`config.mk`:
```
export PLATFORM = sky130hd
export DESIGN_NAME = gamma_cycle_sequencer_flat
export DESIGN_NICKNAME = d
export VERILOG_FILES = /design/src/rtl/gamma_cycle_sequencer_if.sv /design/src/rtl/gamma_cycle_sequencer.sv /design/src/flat_wrapper.sv
export SDC_FILE = /design/constraint.sdc
export NUM_CORES = 1
export LEC_CHECK = 0
export BUFFER_PORTS_ARGS = -buffer_cell sky130_fd_sc_hd__buf_4
export CAP_MARGIN = 30
export CORE_ASPECT_RATIO = 1.25
export CORE_MARGIN = 2
export CORE_UTILIZATION = 40
export DETAILED_ROUTE_END_ITERATION = 8
export GPL_TIMING_DRIVEN = 0
export SYNTH_ARGS = -nofsm -noshare
export SYNTH_HDL_FRONTEND = slang
export SYNTH_SLANG_ARGS = --single-unit
```
`constraint.sdc`:
```
create_clock -name i_clk -period 3.85 [get_ports i_clk]
set_input_delay 0 -clock i_clk [delete_from_list [all_inputs] [get_ports i_clk]]
set_output_delay 0 -clock i_clk [all_outputs]
set_load 0.02 [all_outputs]
```
`src/rtl/gamma_cycle_sequencer_if.sv`:
```
// Request/result handshake bundle between binary-coded logic and the gamma cycle sequencer.
interface gamma_cycle_sequencer_if #(
  parameter int TIME_W = 5
);
  logic              req_valid;
  logic              req_ready;
  logic [TIME_W-1:0] req_ta;
  logic [TIME_W-1:0] req_tb;
  logic              res_valid;
  logic              res_ready;
  logic [TIME_W-1:0] res_time;

  modport master (
    output req_valid, req_ta, req_tb, res_ready,
    input  req_ready, res_valid, res_time
  );

  modport slave (
    input  req_valid, req_ta, req_tb, res_ready,
    output req_ready, res_valid, res_time
  );
endinterface

```
`src/rtl/gamma_cycle_sequencer.sv`:
```
// Runs one race-logic primitive through a gamma cycle per request: clear, drive a/b at their
// spike times, record the first output event time, return it over a valid/ready handshake.
module gamma_cycle_sequencer #(
  parameter int GAMMA_CYCLE_WIDTH = 16,
  parameter int PULSE_WIDTH       = 8,
  parameter int MODE              = 1,
  parameter int CLEAR_CYCLES      = 2
) (
  input  logic                          i_clk,
  input  logic                          i_rst,
  gamma_cycle_sequencer_if.slave        bus,
  output logic                          o_prim_rst,
  output logic                          o_prim_a,
  output logic                          o_prim_b,
  input  logic                          i_prim_q
);
  localparam int   TIME_W   = $clog2(GAMMA_CYCLE_WIDTH + 1);
  localparam int   CNT_MAX  = (GAMMA_CYCLE_WIDTH > CLEAR_CYCLES + 1) ? GAMMA_CYCLE_WIDTH
                                                                       : CLEAR_CYCLES + 1;
  localparam int   CNT_W    = $clog2(CNT_MAX + 1);
  localparam logic IDLE_LVL = (MODE == 2) ? 1'b1 : 1'b0;

  typedef enum logic [1:0] {S_IDLE, S_CLEAR, S_RUN, S_DONE} state_t;

  state_t            r_state, w_state_nx;
  logic [CNT_W-1:0]  r_cnt, w_cnt_nx;
  logic [TIME_W-1:0] r_ta, r_tb, r_time;
  logic              r_found, r_prim_rst, r_prim_a, r_prim_b, r_res_valid;
  logic              w_run_nx, w_event, w_a_nx, w_b_nx, w_accept;

  // Drive level for operand time T in RUN cycle t; T beyond the window never fires.
  function automatic logic drive(input logic [TIME_W-1:0] T, input logic [CNT_W-1:0] t);
    logic [31:0] w_t, w_T;
    w_t = 32'(t);
    w_T = 32'(T);
    case (MODE)
      0:       return (w_t >= w_T) && (w_t < w_T + 32'(PULSE_WIDTH));
      2:       return !(w_t >= w_T);
      default: return (w_t >= w_T);
    endcase
  endfunction

  assign w_accept = (r_state == S_IDLE) && bus.req_valid;
  assign w_event  = (MODE == 2) ? ~i_prim_q : i_prim_q;

  // CLEAR spans the operand-capture cycle plus CLEAR_CYCLES of primitive clear, so the
  // registered drive for RUN cycle t lines up with the counter value t.
  always_comb begin
    w_state_nx = r_state;
    w_cnt_nx   = r_cnt;
    case (r_state)
      S_IDLE: if (bus.req_valid) begin
        w_state_nx = S_CLEAR;
        w_cnt_nx   = '0;
      end
      S_CLEAR: if (r_cnt == CNT_W'(CLEAR_CYCLES)) begin
        w_state_nx = S_RUN;
        w_cnt_nx   = '0;
      end else begin
        w_cnt_nx = r_cnt + 1'b1;
      end
      S_RUN: if (r_cnt == CNT_W'(GAMMA_CYCLE_WIDTH - 1)) begin
        w_state_nx = S_DONE;
      end else begin
        w_cnt_nx = r_cnt + 1'b1;
      end
      S_DONE: if (bus.res_ready) w_state_nx = S_IDLE;
      default: w_state_nx = S_IDLE;
    endcase
    w_run_nx = (w_state_nx == S_RUN);
    w_a_nx   = w_run_nx ? drive(r_ta, w_cnt_nx) : IDLE_LVL;
    w_b_nx   = w_run_nx ? drive(r_tb, w_cnt_nx) : IDLE_LVL;
  end

  always_ff @(posedge i_clk) begin
    if (i_rst) begin
      r_state     <= S_IDLE;
      r_cnt       <= '0;
      r_ta        <= '0;
      r_tb        <= '0;
      r_found     <= 1'b0;
      r_time      <= '0;
      r_prim_rst  <= 1'b1;
      r_prim_a    <= IDLE_LVL;
      r_prim_b    <= IDLE_LVL;
      r_res_valid <= 1'b0;
    end else begin
      r_state     <= w_state_nx;
      r_cnt       <= w_cnt_nx;
      r_prim_rst  <= (w_state_nx == S_IDLE) || (w_state_nx == S_CLEAR);
      r_prim_a    <= w_a_nx;
      r_prim_b    <= w_b_nx;
      r_res_valid <= (w_state_nx == S_DONE);
      if (w_accept) begin
        r_ta    <= bus.req_ta;
        r_tb    <= bus.req_tb;
        r_found <= 1'b0;
      end
      // First event is sticky; no event by the last cycle saturates to the window width.
      if (r_state == S_RUN && !r_found) begin
        if (w_event) begin
          r_found <= 1'b1;
          r_time  <= TIME_W'(r_cnt);
        end else if (r_cnt == CNT_W'(GAMMA_CYCLE_WIDTH - 1)) begin
          r_time  <= TIME_W'(GAMMA_CYCLE_WIDTH);
        end
      end
    end
  end

  assign bus.req_ready = (r_state == S_IDLE);
  assign bus.res_valid = r_res_valid;
  assign bus.res_time  = r_time;
  assign o_prim_rst    = r_prim_rst;
  assign o_prim_a      = r_prim_a;
  assign o_prim_b      = r_prim_b;
endmodule

```
`src/flat_wrapper.sv`:
```
// flat-port wrapper written by rule: the top's interface ports become plain ports
module gamma_cycle_sequencer_flat 
#(
  parameter int GAMMA_CYCLE_WIDTH = 16,
  parameter int PULSE_WIDTH       = 8,
  parameter int MODE              = 1,
  parameter int CLEAR_CYCLES      = 2
)
  (i_clk, i_rst, o_prim_rst, o_prim_a, o_prim_b, i_prim_q, bus_req_valid, bus_req_ta, bus_req_tb, bus_res_ready, bus_req_ready, bus_res_valid, bus_res_time);
  gamma_cycle_sequencer_if #(.TIME_W((5))) bus_i ();
  input  logic i_clk;
  input  logic i_rst;
  output logic o_prim_rst;
  output logic o_prim_a;
  output logic o_prim_b;
  input  logic i_prim_q;
  input wire logic [$bits(bus_i.req_valid)-1:0] bus_req_valid;
  input wire logic [$bits(bus_i.req_ta)-1:0] bus_req_ta;
  input wire logic [$bits(bus_i.req_tb)-1:0] bus_req_tb;
  input wire logic [$bits(bus_i.res_ready)-1:0] bus_res_ready;
  output wire logic [$bits(bus_i.req_ready)-1:0] bus_req_ready;
  output wire logic [$bits(bus_i.res_valid)-1:0] bus_res_valid;
  output wire logic [$bits(bus_i.res_time)-1:0] bus_res_time;
  assign bus_i.req_valid = bus_req_valid;
  assign bus_i.req_ta = bus_req_ta;
  assign bus_i.req_tb = bus_req_tb;
  assign bus_i.res_ready = bus_res_ready;
  assign bus_req_ready = bus_i.req_ready;
  assign bus_res_valid = bus_i.res_valid;
  assign bus_res_time = bus_i.res_time;
  gamma_cycle_sequencer #(.GAMMA_CYCLE_WIDTH(GAMMA_CYCLE_WIDTH), .PULSE_WIDTH(PULSE_WIDTH), .MODE(MODE), .CLEAR_CYCLES(CLEAR_CYCLES)) u_core (.i_clk(i_clk), .i_rst(i_rst), .bus(bus_i), .o_prim_rst(o_prim_rst), .o_prim_a(o_prim_a), .o_prim_b(o_prim_b), .i_prim_q(i_prim_q));
endmodule
```
# After elaboration in Yosys (flattened, before gate mapping)
# Cells that the tools add are included.
# word_totals
word_cells	45
register_bits	27
in_bits	15
out_inout_bits	10
# op_classes
eq_ne	8
add_sub_neg	1
n_mux	14
reduce_logical	9
order_cmp	2
bitwise_logic	1
# ops
operator	n
$mux W5	5
$pmux W5 S3	1
$ge A5 B5 Y1	2
$eq A2 B2 Y1 const B	4
$mux W2	4
$pmux W2 S4	1
$add A5 B1 Y5 const B	1
$eq A5 B2 Y1 const B	1
$eq A5 B4 Y1 const B	1
$eq A2 B1 Y1 const B	2
$logic_not A2 Y1	2
$mux W1	3
$logic_and A1 B1 Y1	2
$reduce_and A2 Y1	1
$reduce_bool A2 Y1	1
$reduce_or A2 Y1	1
$logic_not A1 Y1	1
$logic_or A1 B1 Y1	1
$not A1 Y1	1

# Logic depth before layout (Yosys ltp)
# depth
ltp_word	6
mapped_depth	13
ltp_nobuf	13

# Least setup slack after synthesis
# Ideal clock, no wire load.
# synth_timing
kind	reg-to-reg
startpoint	reg u_core.r_cnt[0]
endpoint	reg u_core.r_prim_a (netlist: u_core.o_prim_a)
setup_slack_ps	1294
arrival_time_ps	2440
period_less_slack_ps	2556
path_stages_with_launch	14
n_path_buf	0
t_required_ps	3734
setup_time_ps	116
path_cell_list	dfxtp_1 -> ha_1 -> and2_1 -> nand2_1 -> inv_1 -> ha_1 -> or3b_1 -> o21ai_2 -> mux2i_1 -> ha_1 -> nand2b_1 -> a211oi_1 -> o21ai_0 -> o211a_1
# synth_between
elab_chain_len	6
word_cells_on_any_way	14
classes_between	add/sub: 1; order compare: 1; eq/ne: 3; mux: 7; bitwise: 1; reduce/logical: 1
# synth_lines
element	line_no	text
start: declaration	gamma_cycle_sequencer.sv:26	logic [CNT_W-1:0] r_cnt, w_cnt_nx;
start signal: assignment	gamma_cycle_sequencer.sv:89	r_cnt <= w_cnt_nx;
branches (longest 6 deep; another with $add A5 B1 Y5)	-	
end signal: assignment	gamma_cycle_sequencer.sv:91	r_prim_a <= w_a_nx;
end: declaration	gamma_cycle_sequencer.sv:28	logic r_found, r_prim_rst, r_prim_a, r_prim_b, r_res_valid;
# Parallel ways; which one is timed is not known.
# A chain may end at the register's enable or synchronous reset.

# Final worst setup path
# layout_timing
startpoint	reg u_core.r_cnt[0]
endpoint	reg u_core.r_prim_b (netlist: u_core.o_prim_b)
# layout_between
elab_chain_len	6
word_cells_on_any_way	14
classes_between	add/sub: 1; order compare: 1; eq/ne: 3; mux: 7; bitwise: 1; reduce/logical: 1
# layout_lines
element	line_no	text
branches (longest 6 deep; another with $add A5 B1 Y5)	-	
end signal: assignment	gamma_cycle_sequencer.sv:92	r_prim_b <= w_b_nx;
end: declaration	gamma_cycle_sequencer.sv:28	
# Parallel ways; which one is timed is not known.

==> out/results.txt <==
status = completed
setup violators final = 0
Post-DP Area = 1620 sq um
worst reg2reg path startpoint = u_core.r_cnt[0]$_SDFF_PP0_
Slew Limit Headroom = 0.680
CTS Buffer Depth = 2
CTS HTree Levels = 1
fin. max-slew vios = 0
Setup crit start kind = flop
worst r2r path cells = 13
CP Capture Type = flop
gpl congestion = 0.828
Yosys Warn Count = 0
Internal = 405 uW
Rows = 23
Synth Instances = 163
DIE HEIGHT = 69.9 um
FF-to-FF setup slack = 0.96 ns
commonest cells after routing, fill and taps aside = dfxtp_1, buf_4, nand2_1
syn_area_per_cell = 8.52 sq um
Sw Ratio = 0.252
Area growth syn-to-layout = 27.5%
clk sink count = 27
crit-path max FO = 6
DR DRC count = 0
Finished Cell Area = 1770 sq um
nets = 232
leakage = 0.000743 uW
hold_buf cts = 11
Fin Clk Skew = 0.00572 ns
1st-iter DRT viols = 28
Setup CP Type = flop to flop
vias in the first global route = 1191
FMAX = 0.346 GHz
CTS tree = done
Final Util = 0.544
Reg-to-Reg End = u_core.o_prim_b$_SDFF_PP0_
Period minus WS final = 2.89 ns
RSZ-0062 raised after global routing = false
Hold Path Depth = 4
number of diodes = 0
initial antenna violation count = 0
Tot Pwr = 541 uW
register area share after synthesis = 0.389
port bufs = 24
root buf cell = clkbuf_8
number of synthesized flops with an enable pin = 0
hold path endpoint = u_core.bus.res_valid$_SDFF_PP0_
Ports = 25
global-route wire length before repair = 5360 um
Die ar. = 3960 sq um
VDD IR-drop max = 216 uV
Hold Startpoint = bus_res_ready
worst slew pin tran = 0.480 ns
die width = 56.7 um
pwr/cell area = 305 nW/um^2
post-DR wirelength/cell = 12.6 um
Unique masters post-synth = 34
clock group share of total power = 0.293
max-cap violations = 0
Fin Setup TNS = 0 ns
CTS resizes = 0
Seq pwr share = 0.547
Skew-Pair Late Insertion Delay = 0.27 ns
Core Area = 3250 sq um
CP arrival = 3.06 ns
HP Class = input pin to flop
switching pwr = 136 uW
Clk pin slew, worst setup/hold paths = 0.09 ns
First-pass DRT Iterations = 4
Async S/R FF share, synth = 0
Synth Net Count = 192
total CTS buffers = 3
CP Data Required Time = 4.02 ns
Final Hold Viols = 0
combinational fraction of design power = 0.160
largest net degree at the start of global routing = 15
Via density = 5.17
cell area after synthesis = 1390 sq um
Total GRT Usage = 0.167
Min Hold Slack = 0.0270 ns
Via Count = 1236
most common cell after layout, fill and taps aside = dfxtp_1
Remaining Overflow, GRT = 0
Final Cycle Share = 0.750
DP Wirelength = 2320 um
Final ANT Viol Nets = 0
Yosys reg bits = 27
post-CTS setup buffers = 0
Starting Density = 0.427
Routed WL = 3010 um
layout cell share with drive strength beyond 1 = 0.168
top_reg_cell synth = dfxtp_1
==> registers in the layout, indices dropped and copies added (netlist names) <==
register              cells
u_core.bus.res_time       5
u_core.r_cnt              5
u_core.r_ta               5
u_core.r_tb               5
u_core.r_state            2
u_core.bus.res_valid      1
u_core.o_prim_a           1
u_core.o_prim_b           1
u_core.o_prim_rst         1
u_core.r_found            1
==> critical path, cell delays in order (launching register included) <==
cell and delay (ns):
dfxtp_1 0.38, ha_1 0.23, and2_1 0.17, nand2_1 0.11, inv_1 0.05, ha_1 0.23
or3b_1 0.43, o21ai_2 0.11, mux2i_1 0.17, ha_1 0.29, nand2b_1 0.14, a211oi_1 0.22
o21ai_0 0.14, o211a_1 0.13
==> per-layer routing <==
| layer | global-route usage | part of all wire | up-vias |
|---|---|---|---|
| met5 | 0 | 0 | - |
| met1 | 0.199 | 0.44 | 567 |
| met3 | 0.0222 | 0.026 | 5 |
| met4 | 0.0688 | 0.016 | 0 |
| li1 | - | - | 639 |
| met2 | 0.296 | 0.52 | 25 |
==> per-stage QoR <==
| step | worst slack (ns) | instances |
|---|---|---|
| after floorplan | 1.29 | 163 |
| after global placement | 0.935 | 224 |
| after detailed placement | 0.936 | 224 |
| after CTS | 0.924 | 239 |
| after global routing | 0.648 | 239 |
| final | 0.962 | 239 |
==> worst max path at each step <==
stage	start	to	cells after the start
global placement	u_core.r_cnt[0]$_SDFF_PP0_	u_core.o_prim_b$_SDFF_PP0_	13
CTS	u_core.r_cnt[0]$_SDFF_PP0_	u_core.o_prim_b$_SDFF_PP0_	13
detailed placement	u_core.r_cnt[0]$_SDFF_PP0_	u_core.o_prim_b$_SDFF_PP0_	13
global route	u_core.r_cnt[0]$_SDFF_PP0_	u_core.o_prim_b$_SDFF_PP0_	13
floorplan	u_core.r_cnt[0]$_SDFF_PP0_	u_core.o_prim_a$_SDFF_PP0_	13
finish	u_core.r_cnt[0]$_SDFF_PP0_	u_core.o_prim_b$_SDFF_PP0_	13
==> cell usage after synthesis (2+ instances only) <==
cell | n | share of area
nor2b_1 | 5 | 0.023
nor3_1 | 3 | 0.011
o21ai_0 | 6 | 0.022
ha_1 | 14 | 0.13
a21oi_1 | 14 | 0.050
a211oi_1 | 4 | 0.022
mux2i_1 | 2 | 0.014
buf_2 | 3 | 0.011
clkbuf_1 | 3 | 0.0081
a22oi_1 | 4 | 0.022
nand2_1 | 24 | 0.065
nand2b_1 | 6 | 0.027
nor2_1 | 12 | 0.032
o211a_1 | 2 | 0.014
dfxtp_1 | 27 | 0.39
and2_1 | 3 | 0.014
inv_1 | 14 | 0.038
==> power groups by stage <==
stage / Sequential [uW] / Clock (uW) / Combinational [uW]
3_3_place_gp: 302 / 0 / 76.3
5_1_grt: 297 / 179 / 98.2
3_5_place_dp: 302 / 0 / 78.2
6_report: 295 / 159 / 86.5
4_1_cts: 296 / 165 / 87.3
2_1_floorplan: 301 / 0 / 49.7
==> area by class of cell <==
class | count | area, sq um
multi-input cells | 115 | 762
plain buffers | 7 | 33.8
repair buffers | 35 | 290
well taps | 37 | 46.3
fillers | 306 | 1480
clock buffers | 4 | 45.0
flip-flops and latches | 27 | 541
inverters | 14 | 52.6
==> cells by family (layout without fill, tap and decap cells) <==
group / after synthesis / after routing / share of synthesized area
multiplexers: 2 / 2 / 0.0144
flip-flops: 27 / 27 / 0.389
AO/OA/AOI/OAI: 41 / 41 / 0.199
adder cells (fa/ha/maj): 14 / 14 / 0.126
buffers and inverters: 21 / 60 / 0.0622
AND/OR/NAND/NOR: 58 / 58 / 0.209
No activity file was read; power rests on OpenSTA's default activity.
